## src/rtl/psum_collector.sv

```systemverilog
// psum_collector: accumulates fp16 partial sums over several passes into a register buffer,
// then drains the final sums over a valid/ready handshake.
module psum_collector #(
   parameter int DEPTH  = 16,
   parameter int PASSES = 4
) (
   input  logic        clk,
   input  logic        rst,
   input  logic        start,
   input  logic        in_valid,
   input  logic [15:0] in_psum,
   output logic        out_valid,
   input  logic        out_ready,
   output logic [15:0] out_data,
   output logic        busy,
   output logic        done
);
   localparam int AW = $clog2(DEPTH);
   localparam int PW = PASSES > 1 ? $clog2(PASSES) : 1;

   typedef enum logic [1:0] {IDLE, ACCUM, DRAIN} state_t;

   state_t          state_q, state_d;
   logic [AW-1:0]   wr_q, wr_d, rd_q, rd_d;
   logic [PW-1:0]   pass_q, pass_d;
   logic            done_q, done_d;
   logic            we;
   logic [15:0]     wdata;
   logic [15:0]     buf_q [DEPTH];

   function automatic logic [15:0] fp16_add(input logic [15:0] a, input logic [15:0] b);
      logic [14:0]       ma, mb, mx, my;
      logic              sgx, sgy;
      logic [4:0]        d;
      logic [11:0]       sx, sy, s;
      logic signed [6:0] e;
      ma  = a[14:10] == 5'd0 ? 15'd0 : a[14:0];
      mb  = b[14:10] == 5'd0 ? 15'd0 : b[14:0];
      mx  = ma >= mb ? ma : mb;
      my  = ma >= mb ? mb : ma;
      sgx = ma >= mb ? a[15] : b[15];
      sgy = ma >= mb ? b[15] : a[15];
      d   = mx[14:10] - my[14:10];
      sx  = mx == 15'd0 ? 12'd0 : {2'b01, mx[9:0]};
      sy  = (my == 15'd0 || d >= 5'd11) ? 12'd0 : {2'b01, my[9:0]} >> d;
      s   = sgx == sgy ? sx + sy : sx - sy;
      e   = {2'b00, mx[14:10]};
      if (s[11]) begin
         s = s >> 1;
         e = e + 7'sd1;
      end else begin
         for (int i = 0; i < 11; i++)
            if (!s[10] && s != 12'd0) begin
               s = s << 1;
               e = e - 7'sd1;
            end
      end
      if (a[14:10] == 5'd31 || b[14:10] == 5'd31) return {sgx, 15'h7BFF};
      return s == 12'd0 ? 16'h0000 :
             e < 7'sd1  ? 16'h0000 :
             e > 7'sd30 ? {sgx, 15'h7BFF} : {sgx, e[4:0], s[9:0]};
   endfunction

   assign out_valid = state_q == DRAIN;
   assign out_data  = out_valid ? buf_q[rd_q] : 16'h0000;
   assign busy      = state_q != IDLE;
   assign done      = done_q;
   assign wdata     = pass_q == '0 ? in_psum : fp16_add(buf_q[wr_q], in_psum);

   always_comb begin
      state_d = state_q;
      wr_d    = wr_q;
      rd_d    = rd_q;
      pass_d  = pass_q;
      done_d  = 1'b0;
      we      = 1'b0;
      case (state_q)
         IDLE: if (start) begin
            state_d = ACCUM;
            wr_d    = '0;
            rd_d    = '0;
            pass_d  = '0;
         end
         ACCUM: if (in_valid) begin
            we   = 1'b1;
            wr_d = wr_q == AW'(DEPTH-1) ? '0 : wr_q + 1'b1;
            if (wr_q == AW'(DEPTH-1)) begin
               pass_d  = pass_q + 1'b1;
               state_d = pass_q == PW'(PASSES-1) ? DRAIN : ACCUM;
            end
         end
         DRAIN: if (out_ready) begin
            rd_d = rd_q == AW'(DEPTH-1) ? '0 : rd_q + 1'b1;
            if (rd_q == AW'(DEPTH-1)) begin
               state_d = IDLE;
               done_d  = 1'b1;
            end
         end
         default: state_d = IDLE;
      endcase
   end

   always_ff @(posedge clk) begin
      if (rst) begin
         state_q <= IDLE;
         wr_q    <= '0;
         rd_q    <= '0;
         pass_q  <= '0;
         done_q  <= 1'b0;
      end else begin
         state_q <= state_d;
         wr_q    <= wr_d;
         rd_q    <= rd_d;
         pass_q  <= pass_d;
         done_q  <= done_d;
      end
   end

   // Pass 0 overwrites every entry, so the buffer needs no reset.
   always_ff @(posedge clk)
      if (we) buf_q[wr_q] <= wdata;
endmodule

```

## config.mk

```make
export PLATFORM = sky130hd
export DESIGN_NAME = psum_collector
export DESIGN_NICKNAME = d
export VERILOG_FILES = /design/src/rtl/psum_collector.sv
export SDC_FILE = /design/constraint.sdc
export NUM_CORES = 1
export LEC_CHECK = 0
export BUFFER_PORTS_ARGS = -buffer_cell sky130_fd_sc_hd__buf_2
export CAP_MARGIN = 20
export CORE_MARGIN = 5
export CORE_UTILIZATION = 60
export CTS_CLUSTER_SIZE = 24
export DETAILED_ROUTE_END_ITERATION = 16
export PLACE_DENSITY = 0.77
export SLEW_MARGIN = 20
export SYNTH_ARGS = -nofsm -noshare
export SYNTH_HDL_FRONTEND = slang
export SYNTH_SLANG_ARGS = --single-unit
export TNS_END_PERCENT = 5
```

## constraint.sdc

```tcl
create_clock -name clk -period 23.1 [get_ports clk]
set_clock_uncertainty 0.2 [all_clocks]
set_input_delay 3.465 -clock clk [delete_from_list [all_inputs] [get_ports clk]]
set_output_delay 3.465 -clock clk [all_outputs]
set_load 0.02 [all_outputs]
```

==> flow_summary.yaml, run 1 <==
outcome:
  status: "completed"
synth:
  synth_top_family_by_area: "multiplexers"
  syn_inst: 1576
  synth_compound_area_share_pct: 13.2
  yosysSeqAreaShare_pct: 43.0
  synth_area_leaders: "edfxtp_1, mux4_2, ha_1"
  synth_top_area_share_pct: 40.8
  synth_xor_area_share_pct: 3.40
  synthMuxAreaShare_pct: 20.6
  syn_nets: 1644
  syn_area_per_cell_um2: 12.0
  yosysWarnings: 0
  synth_cell_types: 102
  synth_top_area_cell: "edfxtp_1"
  async_reset_ff_share_pct: 0
  synthSimpleGateAreaFrac_pct: 13.3
  synth_seq_cells: 277
  synth_enable_flop_cells: 256
  synthFlopType: "edfxtp_1"
  synth_area_mm2: 0.0188
  synthAdderAreaFrac_pct: 3.16
clock_network:
  clk_pin_slew_ns: 0.07
  htreeDepth: 1
  clk_path_buf_depth: 3
  cts_made_buffers: 24
  worstSkewPairLatency_ns: 0.53
  hold_buffers: 0
  cts_sinks: 277
  cts_tree: "done"
  cts_resized: 0
  root_buffer: "clkbuf_16"
  post_cts_buffers: 0
critical_path:
  cp_slowest_stage_delay_ns: 0.93
  cp-startpoint: "in_psum[11]"
  cp-start-kind: "input port"
  slowest_stage: "a221oi_2"
  regToRegSetupSlack_ns: 2.97
  r2r_cells: 67
  crit_path_frequent_cell: "ha_1"
  cp.required_ns: 23.07
  cp-end-kind: "flip-flop"
  reg2reg_to: "buf_q[0][8]"
  cp.arrival_ns: 20.70
  critical_path_class: "input port to flip-flop"
  worstPathMaxFanout: 25
sta:
  fin_tns_setup_ns: 0
  tightest_slew_ns: 1.16
  timing.slew.headroom_pct: 22.9
  rsz0062_at_grt: "false"
  min_period_ns: 20.73
  finalHoldViolCount: 0
  finalSetupViolCount: 0
  fmax_ghz: 0.0482
  hold_ws_ns: 0.302
  period_share_pct: 89.8
  slew_violations: 0
route:
  wl_per_cell_um: 27.0
  ant_nets: 0
  dr.pass1.iters: 5
  wl_um: 53800
  drc: 0
  via_per_inst: 7.22
  drtIter0Drc: 2005
  vias: 14400
final_layout:
  fin_nets: 1653
  mostFrequentLayoutCells: "edfxtp_1, mux4_2, nor2_1"
  filler_cell_count: 2223
  drive_gt1_share_pct: 21.4
  fin_area_mm2: 0.0203
  final_common_cell: "edfxtp_1"
  syn_to_final_growth_pct: 7.56
  antenna_cells: 0
floorplan:
  core-area_mm2: 0.0308
  die_h_um: 187
  die_width_um: 187
  initial_core_util_pct: 61.1
  die_area_mm2: 0.0351
  ios: 40
  rows: 64
global_route:
  first_global_vias: 14000
  antenna_found_initial: 1
  grt_overflow: 0
  track_usage_pct: 30.0
  grt_max_degree: 65
  grt_pass1_wl_um: 82600
hold_path:
  hold_path_class: "flip-flop to flip-flop"
  whs_path_depth: 2
  hp-start: "rd_q[1]"
power_and_ir_drop:
  p_per_area_mw_per_mm2: 123
  vdd_drop_max_mv: 0.111
  leakagePower_nw: 6.71
placed_design:
  hpwl_um: 36100
  gp_congestion: 0.954
  placed_cell_area_mm2: 0.0194
  portBuffers: 39
run:
  cap_violations: 0
cell families (layout without fill, tap and decap cells):
family,Yosys count,count (layout)
AO/OA/AOI/OAI,342,342
XOR/XNOR,63,63
adder cells (fa/ha/maj),47,47
buffers and inverters,150,176
flip-flops,277,277
multiplexers,202,202
AND/OR/NAND/NOR,495,495
worst max-delay path by stage:
stage / to / slack (ns) / cells past startpoint
2_1_floorplan: buf_q[0][0] / 4.39 / 67
6_report: buf_q[0][8] / 2.37 / 64
3_3_place_gp: buf_q[10][6] / 3.00 / 63
3_5_place_dp: buf_q[10][1] / 2.34 / 64
4_1_cts: buf_q[10][1] / 2.80 / 63
5_1_grt: buf_q[8][7] / 1.25 / 65
through the flow:
step                      setup slack [ns]  power, mW  utilization [%]  cells
after floorplan                       4.39       1.71                -   1576
after global routing                  1.25       2.66             65.8   1998
after global placement                3.00       2.02             62.9   1951
after CTS                             2.80       2.46             65.6   1995
final                                 2.37       2.50             65.8   1998
after detailed placement              2.34       2.04             63.0   1952
critical path, delay by kind of cell:
| family | cells | cell delay, ns |
|---|---|---|
| AO/OA/AOI/OAI | 22 | 6.42 |
| XOR/XNOR | 2 | 0.80 |
| adder cells (fa/ha/maj) | 13 | 3.91 |
| buffers and inverters | 3 | 0.59 |
| multiplexers | 6 | 1.61 |
| AND/OR/NAND/NOR | 18 | 3.86 |
routing by layer:
metal	vias to the layer above	global-route usage, %	share of wire, %
met5	-	0	0.024
met4	2	11.4	4.0
met3	160	4.07	9.4
met2	893	51.5	50
met1	7128	39.2	36
li1	6249	-	-
sequential cells by signal, indices dropped and copies added (netlist names), named ones only:
name / count
buf_q: 256
done: 1
pass_q: 2
rd_q: 4
state_q: 2
wr_q: 4
cell usage after synthesis (17+ instances only):
master    number
a211oi_1      27
a21oi_1       73
and2_1        41
clkbuf_1      55
dfxtp_1       21
edfxtp_1     256
ha_1          46
inv_1         59
mux2i_1       38
mux4_2       147
nand2_1      111
nand3_1       44
nor2_1       121
nor3_1        37
nor4_1        17
o21ai_0       78
xnor2_1       34
xor2_1        21
layout make-up:
class / count / area (um^2) / area share [%]
clock inverter: 14 / 179 / 0.883
multi-input combinational: 1149 / 10200 / 50.1
inverter: 62 / 233 / 1.15
clock buffer: 29 / 641 / 3.16
timing repair buffer: 71 / 450 / 2.22
sequential: 277 / 8120 / 40.1
tap: 396 / 495 / 2.44
report_power, final:
| part | leakage (nW) | total, mW | internal, mW | switching (mW) |
|---|---|---|---|---|
| Clock | 0.393 | 0.423 | 0.243 | 0.179 |
| Sequential | 2.48 | 0.551 | 0.549 | 0.00273 |
| Combinational | 3.84 | 1.53 | 0.541 | 0.986 |
Power figures use the tool's default switching activity.
==> run 2, diff against run 1 <==
--- a/config.mk
+++ b/config.mk
@@ -5,10 +5,12 @@
 export SDC_FILE = /design/constraint.sdc
 export NUM_CORES = 1
 export LEC_CHECK = 0
+export ABC_AREA = 0
 export BUFFER_PORTS_ARGS = -buffer_cell sky130_fd_sc_hd__buf_2
 export CAP_MARGIN = 20
 export CORE_MARGIN = 5
 export CORE_UTILIZATION = 60
+export CTS_BUF_LIST = sky130_fd_sc_hd__clkbuf_16
 export CTS_CLUSTER_SIZE = 24
 export DETAILED_ROUTE_END_ITERATION = 16
 export PLACE_DENSITY = 0.77
==> flow_summary.yaml, run 2 (synthesis results as in run 1) <==
final_layout:
  final_common_cell: "edfxtp_1"
  filler_cell_count: 2223
  drive_gt1_share_pct: 21.4
  top_register: "buf_q"
  antenna_cells: 0
  syn_to_final_growth_pct: 7.56
  final_cells: 1998
  mostFrequentLayoutCells: "edfxtp_1, mux4_2, nor2_1"
  fin_nets: 1653
  largest_register_ff_count: 256
  top_regs: "buf_q (256), rd_q (4), wr_q (4)"
  fin_area_mm2: 0.0203
hold_path:
  hold_path_class: "flip-flop to flip-flop"
placed_design:
  portBuffers: 39
  dpl.cell_count: 1952
  placed_cell_area_mm2: 0.0194
  gp_congestion: 0.954
  hpwl_um: 36100
  place_ws_ns: 2.34
sta:
  rsz0062_at_grt: "false"
  layout_setup_ws_ns: 2.38
  min_period_ns: 20.72
  hold_ws_ns: 0.302
  slew_violations: 0
  period_share_pct: 89.7
  finalSetupViolCount: 0
  fmax_ghz: 0.0483
  fin_tns_setup_ns: 0
  tightest_slew_ns: 1.18
  timing.slew.headroom_pct: 21.4
  finalHoldViolCount: 0
global_route:
  antenna_found_initial: 1
  track_usage_pct: 30.0
  grt_overflow: 0
  grt_pass1_wl_um: 82600
  first_global_vias: 14000
  grt_max_degree: 65
floorplan:
  die_h_um: 187
  initial_core_util_pct: 61.1
  ios: 40
  core-area_mm2: 0.0308
  rows: 64
  die_area_mm2: 0.0351
  die_width_um: 187
clock_network:
  cts_resized: 0
  cts_made_buffers: 24
  root_buffer: "clkbuf_16"
  htreeDepth: 1
  clk_pin_slew_ns: 0.07
  clk_path_buf_depth: 3
  worstSkewPairLatency_ns: 0.53
  post_cts_buffers: 0
  cts_sinks: 277
  cts_tree: "done"
  hold_buffers: 0
route:
  drtIter0Drc: 2013
  drc: 0
  dr.pass1.iters: 5
  vias: 14400
  via_per_inst: 7.21
  wl_per_cell_um: 26.9
  ant_nets: 0
  wl_um: 53800
critical_path:
  cp-end-kind: "flip-flop"
  crit_path_frequent_cell: "ha_1"
  cp_num_buf_inv: 3
  cp.required_ns: 23.06
  cp_top_family: "compound AO/OA/AOI/OAI gates"
  critical_path_class: "input port to flip-flop"
  cp-start-kind: "input port"
  cp.arrival_ns: 20.68
  worstPathMaxFanout: 25
  cp_slowest_stage_delay_ns: 0.97
  slowest_stage: "a221oi_2"
run:
  cap_violations: 0
power_and_ir_drop:
  p_per_area_mw_per_mm2: 123
  leakagePower_nw: 6.73
  vdd_drop_max_mv: 0.111
outcome:
  status: "completed"
-- run 2: cell count changes in the layout (fill, tap and decap cells not counted), sizes merged --
cell	delta
inv	+4
clkbuf	-4
-- run 2: final timing paths --
kind / end / cells past startpoint / from / slack, ns
worst max-delay path: buf_q[4][7] / 64 / in_psum[11] / 2.38
worst min-delay path: flip-flop / 2 / rd_q[1] / 0.30
worst max register to register: buf_q[4][7] / 67 / flip-flop / 3.00
worst min register to register: flip-flop / 2 / rd_q[1] / 0.30
-- run 2: cell type report --
type                            instances  area [um^2]  share of cell area (%)
Timing Repair Buffer                   71          450                    2.22
Clock buffer                           25          626                    3.09
Tap cell                              396          495                    2.44
Multi-Input combinational cell       1149        10200                    50.1
Clock inverter                         18          194                   0.957
Sequential cell                       277         8120                    40.1
Inverter                               62          233                    1.15
-- run 2: through the flow --
| step | power (mW) | util (%) |
|---|---|---|
| after global placement | 2.02 | 62.9 |
| final | 2.50 | 65.8 |
| after CTS | 2.46 | 65.6 |
| after detailed placement | 2.04 | 63.0 |
| after global routing | 2.66 | 65.8 |
| after floorplan | 1.71 | - |
-- run 2: power breakdown --
group          internal [mW]  total (mW)  leakage (nW)  switching (mW)
sequential             0.549       0.551          2.48         0.00272
combinational          0.541        1.53          3.84           0.984
clock                  0.242       0.421         0.410           0.179
-- run 2: worst register-to-register path, delay by kind of cell (launching register included) --
family	cells	cell delay (ns)
xor+xnor	2	0.80
simple gates	17	4.14
compound gates	23	6.55
flops	1	0.31
mux	8	2.26
fa+ha+maj	13	3.98
buf+inv	4	1.51
-- run 2: per-layer routing --
metal | up-vias | part of all wire, % | global-route usage [%]
met2 | 857 | 50 | 51.5
met4 | 2 | 4.1 | 11.4
li1 | 6257 | - | -
met3 | 165 | 9.4 | 4.07
met5 | - | 0.024 | 0
met1 | 7127 | 36 | 39.2
